### src/rtl/ibuffer_mq_pkg.sv
// Shared defaults and bundle field layout for the multi-queue instruction buffer.
package ibuffer_mq_pkg;

    localparam int NUM_WARPS_DEF = 8;
    localparam int DEPTH_DEF     = 4;
    localparam int INSTR_W_DEF   = 64;

    // Scoreboard-visible fields inside the opaque decoded bundle.
    localparam int F_VALID_BIT   = 0;
    localparam int F_DST_LSB     = 1;
    localparam int F_SRC0_LSB    = 7;
    localparam int F_SRC1_LSB    = 13;
    localparam int F_REG_W       = 6;

    function automatic int rr_wrap(input int idx, input int n);
        return (idx >= n) ? idx - n : idx;
    endfunction

endpackage

### src/rtl/ibuffer_mq_warp_fifo.sv
// Per-warp instruction queue: two ordered pushes and one pop per cycle, flush, overflow pulse.
module ibuffer_mq_warp_fifo
    import ibuffer_mq_pkg::*;
#(
    parameter int DEPTH   = DEPTH_DEF,
    parameter int INSTR_W = INSTR_W_DEF,
    localparam int CW     = $clog2(DEPTH + 1),
    localparam int PW     = $clog2(DEPTH)
) (
    input  logic               clk,
    input  logic               rst,
    input  logic               push0,
    input  logic               push1,
    input  logic [INSTR_W-1:0] data0,
    input  logic [INSTR_W-1:0] data1,
    input  logic               pop,
    input  logic               flush,
    output logic               head_valid,
    output logic [INSTR_W-1:0] head_data,
    output logic [CW-1:0]      count,
    output logic               ovf
);

    logic [INSTR_W-1:0] mem [DEPTH];
    logic [PW-1:0]      rd_ptr, wr_ptr, wr_b;
    logic [CW-1:0]      cnt_a;
    logic               acc0, acc1, pop_ok;

    function automatic logic [PW-1:0] ptr_inc(input logic [PW-1:0] p);
        return (p == PW'(DEPTH - 1)) ? '0 : p + PW'(1);
    endfunction

    // Room is judged on the start-of-cycle count, so a same-cycle pop never frees a slot.
    always_comb begin
        acc0   = push0 && !flush && (count < CW'(DEPTH));
        cnt_a  = count + CW'(acc0);
        acc1   = push1 && !flush && (cnt_a < CW'(DEPTH));
        ovf    = !flush && ((push0 && !acc0) || (push1 && !acc1));
        wr_b   = acc0 ? ptr_inc(wr_ptr) : wr_ptr;
        pop_ok = pop && head_valid && !flush;
    end

    always_ff @(posedge clk or posedge rst) begin
        if (rst) begin
            rd_ptr <= '0;
            wr_ptr <= '0;
            count  <= '0;
        end else if (flush) begin
            rd_ptr <= '0;
            wr_ptr <= '0;
            count  <= '0;
        end else begin
            if (pop_ok) rd_ptr <= ptr_inc(rd_ptr);
            wr_ptr <= acc1 ? ptr_inc(wr_b) : wr_b;
            count  <= count + CW'(acc0) + CW'(acc1) - CW'(pop_ok);
        end
    end

    always_ff @(posedge clk) begin
        if (acc0) mem[wr_ptr] <= data0;
        if (acc1) mem[wr_b]   <= data1;
    end

    assign head_valid = (count != '0);
    assign head_data  = mem[rd_ptr];

endmodule

### src/rtl/ibuffer_mq.sv
// Multi-queue instruction buffer: per-warp FIFOs, round-robin issue arbiter, stallable issue register.
module ibuffer_mq
    import ibuffer_mq_pkg::*;
#(
    parameter int NUM_WARPS    = NUM_WARPS_DEF,
    parameter int DEPTH        = DEPTH_DEF,
    parameter int INSTR_W      = INSTR_W_DEF,
    parameter int LOGNUM_WARPS = $clog2(NUM_WARPS)
) (
    input  logic                         clk,
    input  logic                         rst,
    input  logic                         wr0_valid,
    input  logic [LOGNUM_WARPS-1:0]      wr0_warp,
    input  logic [INSTR_W-1:0]           wr0_data,
    input  logic                         wr1_valid,
    input  logic [LOGNUM_WARPS-1:0]      wr1_warp,
    input  logic [INSTR_W-1:0]           wr1_data,
    output logic [NUM_WARPS-1:0]         req_if,
    input  logic [NUM_WARPS-1:0]         flush,
    output logic [NUM_WARPS-1:0]         head_valid,
    output logic [NUM_WARPS*INSTR_W-1:0] head_data,
    input  logic [NUM_WARPS-1:0]         ready_scb,
    output logic                         issue_valid,
    output logic [LOGNUM_WARPS-1:0]      issue_warp,
    output logic [INSTR_W-1:0]           issue_data,
    input  logic                         issue_stall,
    output logic                         overflow_err
);

    localparam int CW = $clog2(DEPTH + 1);

    logic [CW-1:0]           count    [NUM_WARPS];
    logic [INSTR_W-1:0]      head_arr [NUM_WARPS];
    logic [NUM_WARPS-1:0]    ovf, pop, eligible;
    logic [LOGNUM_WARPS-1:0] rr_ptr, winner, rr_next;
    logic [INSTR_W-1:0]      sel_data;
    logic                    found, adv;

    for (genvar g = 0; g < NUM_WARPS; g++) begin : g_warp
        ibuffer_mq_warp_fifo #(
            .DEPTH   (DEPTH),
            .INSTR_W (INSTR_W)
        ) u_fifo (
            .clk        (clk),
            .rst        (rst),
            .push0      (wr0_valid && (wr0_warp == LOGNUM_WARPS'(g))),
            .push1      (wr1_valid && (wr1_warp == LOGNUM_WARPS'(g))),
            .data0      (wr0_data),
            .data1      (wr1_data),
            .pop        (pop[g]),
            .flush      (flush[g]),
            .head_valid (head_valid[g]),
            .head_data  (head_arr[g]),
            .count      (count[g]),
            .ovf        (ovf[g])
        );
        assign head_data[g*INSTR_W +: INSTR_W] = head_arr[g];
        assign req_if[g] = (count[g] <= CW'(DEPTH - 2)) && !flush[g];
    end

    assign eligible = head_valid & ready_scb & ~flush;
    assign adv      = !issue_valid || !issue_stall;

    always_comb begin
        int idx;
        found  = 1'b0;
        winner = '0;
        idx    = 0;
        for (int i = 0; i < NUM_WARPS; i++) begin
            idx = rr_wrap(int'(rr_ptr) + i, NUM_WARPS);
            if (!found && eligible[LOGNUM_WARPS'(idx)]) begin
                found  = 1'b1;
                winner = LOGNUM_WARPS'(idx);
            end
        end
    end

    assign pop      = (adv && found) ? (NUM_WARPS'(1) << winner) : '0;
    assign sel_data = head_arr[winner];
    assign rr_next  = (winner == LOGNUM_WARPS'(NUM_WARPS - 1)) ? '0 : winner + LOGNUM_WARPS'(1);

    always_ff @(posedge clk or posedge rst) begin
        if (rst) begin
            issue_valid  <= 1'b0;
            issue_warp   <= '0;
            issue_data   <= '0;
            rr_ptr       <= '0;
            overflow_err <= 1'b0;
        end else begin
            if (adv) begin
                issue_valid <= found;
                if (found) begin
                    issue_warp <= winner;
                    issue_data <= sel_data;
                    rr_ptr     <= rr_next;
                end
            end
            overflow_err <= overflow_err | (|ovf);
        end
    end

endmodule

### config.mk
export PLATFORM = sky130hd
export DESIGN_NAME = ibuffer_mq
export DESIGN_NICKNAME = d
export VERILOG_FILES = /design/src/rtl/ibuffer_mq_pkg.sv /design/src/rtl/ibuffer_mq_warp_fifo.sv /design/src/rtl/ibuffer_mq.sv
export SDC_FILE = /design/constraint.sdc
export NUM_CORES = 2
export LEC_CHECK = 0
export CAP_MARGIN = 10
export CORE_MARGIN = 2
export CORE_UTILIZATION = 60
export CTS_CLUSTER_SIZE = 14
export DETAILED_ROUTE_END_ITERATION = 8
export PLACE_DENSITY = 0.84
export REMOVE_ABC_BUFFERS = 1
export SYNTH_ARGS = -nofsm -noshare
export SYNTH_HDL_FRONTEND = slang
export SYNTH_SLANG_ARGS = --single-unit
### constraint.sdc
create_clock -name clk -period 7.85 [get_ports clk]
set_clock_uncertainty 0.15 [all_clocks]
set_input_delay 0.785 -clock clk [delete_from_list [all_inputs] [get_ports clk]]
set_output_delay 0.785 -clock clk [all_outputs]
set_load 0.01 [all_outputs]
**Yosys cells after proc, flatten, opt, wreduce, memory -nomap -nowiden**

Memories as Yosys holds them, arrays and structs flattened.
Index checks and enable logic that the tools add are counted.

- Shift operators: 1
- $lt $le $gt $ge: 41
- Bitwise operators: 5
- Mux-type cells: 157
- Eq/ne operators: 39
- $add $sub $neg: 64
- Reductions and logical operators: 166

Operators with widths:

| kind | count |
|---|---|
| 64-bit binary-select mux with 3-bit select | 1 |
| 2-bit 2-to-1 mux | 64 |
| 64-bit 2-to-1 mux | 2 |
| 1-bit logical AND | 104 |
| 3-bit 2-to-1 mux | 25 |
| 1-bit 2-to-1 mux | 56 |
| 2-bit by 1-bit adder with 2-bit output, second input constant | 24 |
| 3-bit by 1-bit adder with 3-bit output | 16 |
| 2-bit == test, second input constant | 24 |
| 3-bit less-than comparator, second input constant | 16 |
| 3-bit by 5-bit less-than comparator with 1-bit output, second input constant | 8 |
| 1-bit logical NOT | 33 |
| 4-bit >= comparator, second input constant | 8 |
| 3-bit == test, second input constant | 9 |
| 1-bit binary-select mux with 3-bit select | 8 |
| 3-bit by 2-bit <= comparator with 1-bit output, second input constant | 8 |
| 3-bit nonzero test | 8 |
| 3-bit by 1-bit subtractor with 3-bit output | 8 |
| 3-bit by 1-bit subtractor with 3-bit output, second input constant | 8 |
| 3-bit by 3-bit adder with 4-bit output, second input constant | 4 |
| 8-bit AND | 2 |
| 2-bit nonzero test | 8 |
| 3-bit by 2-bit == test with 1-bit output, second input constant | 4 |
| 1-bit logical OR | 9 |
| 13 further kinds | 16 |

- Input bits: 155
- Output and inout port bits: 597
- Memories kept: 8
- Logic and storage cells: 510
- Register bits: 128
- Bits in writable memories: 2048

Memory list:

| memory | depth | width | rd ports | clocked after Yosys merged registers in | write ports | line | text |
|---|---|---|---|---|---|---|---|
| g_warp[0].u_fifo.mem | 4 | 64 | 1 | 0 | 2 | ibuffer_mq_warp_fifo.sv:24 | `logic [INSTR_W-1:0] mem [DEPTH];` |
| g_warp[1].u_fifo.mem | 4 | 64 | 1 | 0 | 2 | ibuffer_mq_warp_fifo.sv:24 |  |
| g_warp[2].u_fifo.mem | 4 | 64 | 1 | 0 | 2 | ibuffer_mq_warp_fifo.sv:24 |  |
| g_warp[3].u_fifo.mem | 4 | 64 | 1 | 0 | 2 | ibuffer_mq_warp_fifo.sv:24 |  |
| g_warp[4].u_fifo.mem | 4 | 64 | 1 | 0 | 2 | ibuffer_mq_warp_fifo.sv:24 |  |
| g_warp[5].u_fifo.mem | 4 | 64 | 1 | 0 | 2 | ibuffer_mq_warp_fifo.sv:24 |  |
| +2 memories | -- | -- | -- | -- | -- | -- |  |

**Depth between registers and ports, before layout**

- Word-level depth: 34
- Gate-level depth with buffers: 28
- Mapped depth without buffers: 21

**Hierarchy**

Synthesis repeated with hierarchy kept, for this count alone.

- Cells, all modules: 6897
- Area total of the unflattened synthesis: 113916.8 um^2

Modules (own cells, without submodules):

| module | cells each | seq. area each (um^2) | area an instance (um^2) | instances |
|---|---|---|---|---|
| ibuffer_mq_warp_fifo (g_warp[2].u_fifo ...) | 691 | 7862.5 | 13022.5 | 6 |
| ibuffer_mq_warp_fifo (g_warp[0].u_fifo) | 689 | 7862.5 | 13949.6 | 1 |
| ibuffer_mq_warp_fifo (g_warp[1].u_fifo) | 686 | 7862.5 | 13177.6 | 1 |
| ibuffer_mq | 1376 | 1801.7 | 8654.6 | 1 |

**Worst setup path before layout**

OpenSTA, ideal clock, no wires.

- Path type: register to register
- Start: reg rr_ptr[0]
- End: reg g_warp[4].u_fifo.count[2]
- Period minus slack after synthesis: 5816 ps
- Arrival time: 5531 ps
- Cell stages (with the launch flop): 28
- Buffers on the path: 7
- Setup time: 135 ps
- Required time: 7565 ps
- Slack: 2034 ps
- Cells stage by stage: dfrtp_1 -> clkbuf_1 -> inv_2 -> clkbuf_1 -> ha_1 -> clkbuf_1 -> nand3b_1 -> o22ai_1 -> o32ai_1 -> o311ai_1 -> a211oi_4 -> buf_6 -> or3_1 -> nand3_1 -> inv_2 -> buf_2 -> buf_6 -> buf_4 -> ha_1 -> and3_1 -> nor2b_1 -> ha_1 -> inv_1 -> ha_1 -> fa_1 -> xor2_1 -> nand2_1 -> nor3b_1

- Cells in the longest elaborated chain, start to end: 33
- Elaborated cells between the ends (all ways): 92
- Classes of those cells: 16 x add/sub; 8 x order compare; 1 x shift; 50 x mux; 17 x reduce/logical

Ends and longest elaborated chain:

| element | line | text |
|---|---|---|
| start: declaration | ibuffer_mq.sv:35 | `logic [LOGNUM_WARPS-1:0] rr_ptr, winner, rr_next;` |
| start signal: assignment | ibuffer_mq.sv:95 | `rr_ptr <= rr_next;` |
| parallel branches: the longest is 28 deep, another holds 3-bit by 1-bit adder with 4-bit output | -- |  |
| 8-bit 2-to-1 mux (*) | ibuffer_mq.sv:78 | `assign pop = (adv && found) ? (NUM_WARPS'(1) << winner) : '0;` |
| 1-bit logical AND (*) (2 in a row) | ibuffer_mq_warp_fifo.sv:40 | `pop_ok = pop && head_valid && !flush;` |
| 3-bit by 1-bit subtractor with 3-bit output (*) | ibuffer_mq_warp_fifo.sv:55 | `count <= count + CW'(acc0) + CW'(acc1) - CW'(pop_ok);` |
| 3-bit 2-to-1 mux (*) | ibuffer_mq_warp_fifo.sv:48 | `end else if (flush) begin` |
| end signal: assignment | ibuffer_mq_warp_fifo.sv:55 |  |
| end: declaration | ibuffer_mq_warp_fifo.sv:20 | `output logic [CW-1:0] count,` |

Mark *: on every way between the ends. The select of a mux whose other input is x is not followed.
A chain may end at the register's enable or synchronous reset.

**Final worst setup path**

- Start: reg rr_ptr[0]
- End: reg g_warp[2].u_fifo.count[2]

- Cells in the longest elaborated chain, start to end: 33
- Elaborated cells between the ends (all ways): 92
- Classes of those cells: 16 x add/sub; 8 x order compare; 1 x shift; 50 x mux; 17 x reduce/logical

Ends and longest elaborated chain:

| element | line |
|---|---|
| parallel branches: the longest is 28 deep, another holds 3-bit by 1-bit adder with 4-bit output | -- |
| 8-bit 2-to-1 mux (*) | ibuffer_mq.sv:78 |
| 1-bit logical AND (*) (2 in a row) | ibuffer_mq_warp_fifo.sv:40 |
| 3-bit by 1-bit subtractor with 3-bit output (*) | ibuffer_mq_warp_fifo.sv:55 |
| 3-bit 2-to-1 mux (*) | ibuffer_mq_warp_fifo.sv:48 |
| end signal: assignment | ibuffer_mq_warp_fifo.sv:55 |
| end: declaration | ibuffer_mq_warp_fifo.sv:20 |

Marked as above.

==> out/metrics.json <==
{
  "period_minus_slack_ps": 6238,
  "final_util_pct": 68.92,
  "cts_post_setup_buffers_inserted": 0,
  "netlist_instances": 7124,
  "routed_wire_length_per_instance_um": 36.69,
  "end_kind": "flip-flop",
  "main_combinational_cell_family_by_area_after_synthesis": "multiplexers",
  "ys_dominant_reg_cell": "edfxtp_1",
  "core.rowCount": 159,
  "synth-simple-area-share_pct": 3.578,
  "part_of_the_yosys_area_used_for_sequential_elements_pct": 57.36,
  "dpl_worst_slack_ps": 1081,
  "floorplan_die_area_um2": 191500,
  "finalNetCount": 7657,
  "total_leakage_power_nw": 42.27,
  "post-route-drc-count": 0,
  "cts_tree": "yes",
  "synth-seq-cells": 2176,
  "antenna_found_initial": 14,
  "clock-root-buffer": "clkbuf_16",
  "final.period_utilization_pct": 79.47,
  "firstDrtPassIters": 7,
  "r2r-start": "rr_ptr[0]",
  "final_antenna_net_count": 0,
  "synth-async-reset-ratio_pct": 5.882,
  "grt_pass1_wl_um": 523300,
  "final_layout_size_suffix_gt1_share_pct": 41.60,
  "outcome": "finished clean",
  "cts.reportedPaths.clkPinSlew_ps": 70,
  "finalSetupViolCount": 0,
  "place_hpwl_um": 233100,
  "synth_largest_area_cell": "edfxtp_1",
  "clock_tree.buffer_depth": 3,
  "slew_hr_pct": 8.305,
  "synthesis.area_um2": 112800,
  "synth_fa_ha_area_share_pct": 1.373,
  "synth_xor_area_share_pct": 0.2329,
  "ioPinCount": 752,
  "leftover_overflow_at_the_end_of_global_routing": 0,
  "cts.repair.resized": 0,
  "die_x_um": 437.6,
  "layout_setup_ws_ps": 1612,
  "floorplan.initialDensity_pct": 60.26,
  "rsz_0062_raised_after_global_routing": "false",
  "gp_congestion": 0.9174,
  "timing_worst_slew_pin_value_ps": 1375,
  "die_height_um": 437.6,
  "layout.cells.most_common": "mux2_2",
  "grt_start_max_net_pins": 129,
  "cts_hold_buf": 0,
  "timing.setup.critical_path_class": "reg -> reg",
  "grt_pass1_vias": 71730,
  "fmaxAchievable_mhz": 160.3,
  "drv_cap": 0,
  "via_count": 72320,
  "cts-buffers-inserted": 217,
  "post_synth_main_area_contributors": "edfxtp_1 55%, mux2_2 21%, mux4_2 10%",
  "synth_edf_count": 2048,
  "synth_compound_gate_area_share_pct": 2.609,
  "clk-insertion-delay-late_ps": 870,
  "cts_sinks": 2176,
  "worst-r2r-setup-slack_ps": 1610,
  "via_per_inst": 7.177,
  "power.ir.vdd_worst_mv": 0.5832,
  "report.final.slew_viol_count": 0,
  "regToRegEndpoint": "g_warp[2].u_fifo.count[2]",
  "areaGrowthSynthToFinish_pct": 14.38,
  "power.density_cell_area_nw_per_um2": 261.7,
  "crit_arrival_ps": 6870,
  "holdCritPathClass": "in -> async",
  "critical_path_data_required_time_ps": 8480,
  "synth_cell_type_count": 85,
  "finalHoldViolations": 0,
  "number_of_warning_messages_in_the_yosys_log": 0,
  "synth.avg_cell_area_um2": 15.83,
  "fp.coreArea_um2": 187200,
  "reg2regPathDepth": 21,
  "routed_wl_um": 369700,
  "synth.top_cell.area_share_pct": 54.52,
  "clock_tree.htree_level_count": 4,
  "drt_iter0_markers": 10320,
  "placement.io_buffers": 751,
  "gr-usage-all-layers_pct": 38.12,
  "layout.cells.most_common_list": "2059 x mux2_2, 2048 x edfxtp_1, 751 x clkdlybuf4s50_1",
  "max_fo_critical_path": 23,
  "muxShareOfSynthArea_pct": 31.52,
  "start_kind": "flip-flop"
}
per-layer routing:
layer	vias to the layer above	global-route usage (%)	wire length [um]
met2	5624	57.66	167500
met4	6	21.75	25010
met5	-	0	42
met3	1135	10.41	47790
li1	28330	-	-
met1	37230	49.99	129300
cell families after synthesis:
family | count (synthesis)
compound gates | 384
xor+xnor | 30
fa+ha+maj | 119
buf+inv | 941
flops | 2176
mux | 2644
simple gates | 830
flip-flops by register name, summed over array words and instances (netlist names):
signal / count
overflow_err: 1
g_warp.u_fifo.mem: 2048
g_warp.u_fifo.rd_ptr: 16
issue_warp: 3
issue_data: 64
g_warp.u_fifo.count: 24
rr_ptr: 3
issue_valid: 1
g_warp.u_fifo.wr_ptr: 16
cells in the mapped netlist, drive strengths merged, types with 10 or more instances:
cell and instances:
nor2b 23, nand3 125, ha 111, nor3 30, dfrtp 128, nor2 105
mux4 519, a21oi 16, clkbuf 712, buf 149, or3 17, o21ai 75
o31ai 19, and2 129, inv 79, o22ai 13, nand2 319, o2111a 52
and3 17, xnor2 19, edfxtp 2048, a21o 16, mux2i 56, nand2b 10
a211oi 124, nor3b 16, xor2 11, mux2 2069
stage by stage:
stage	hold slack (ps)	cells	total power [mW]	instance area (um2)	TNS, ps
finish	241.0	10080	33.77	129000	0
global route	259.8	10070	34.51	129000	0
CTS	210.6	10050	33.32	128700	0
detailed placement	338.8	9648	23.09	121700	0
floorplan	349.5	6263	18.48	109400	-215210
global placement	309.8	9648	22.69	121700	0
power by group:
part / internal, mW / leakage (nW) / switching (mW)
Sequential: 13.1 / 20.0 / 0.256
Combinational: 3.50 / 18.8 / 6.51
Clock: 5.87 / 3.44 / 4.58
Total: 22.4 / 42.3 / 11.3
layout make-up:
class / instances / area [um2]
inverters: 80 / 320.3
multi-input cells: 4007 / 44800
diodes: 11 / 27.53
fillers: 12000 / 58180
repair buffers: 901 / 8961
clock buffers: 275 / 5782
well taps: 2495 / 3122
clock inverters: 131 / 1249
flip-flops and latches: 2176 / 64760
worst max path at each step:
stage,from,end,slack (ps),cells past startpoint
floorplan,rr_ptr[0],g_warp[5].u_fifo.count[2],-3570,21
global placement,flush[6],g_warp[6].u_fifo.count[2],1220,20
detailed placement,wr0_warp[2],g_warp[2].u_fifo.mem[3][63],1080,12
CTS,rr_ptr[0],g_warp[2].u_fifo.count[2],1720,21
global route,rr_ptr[0],g_warp[2].u_fifo.count[2],1340,21
finish,rr_ptr[0],g_warp[2].u_fifo.count[2],1610,21
worst max-delay path, cell delays in order (launching register included):
cell	delay, ps
dfrtp_1	390
inv_2	320
ha_1	320
inv_1	250
nor3_1	140
or2_0	280
mux4_2	560
a211oi_4	480
and2_1	400
nand2_2	250
nand2b_4	200
buf_4	420
ha_1	270
nand3_1	150
nor2_1	200
ha_1	180
inv_1	50
ha_1	220
fa_1	440
xor2_1	210
nor2_1	60
nor3b_1	200
Note: power is estimated with default switching activity, not from simulation.
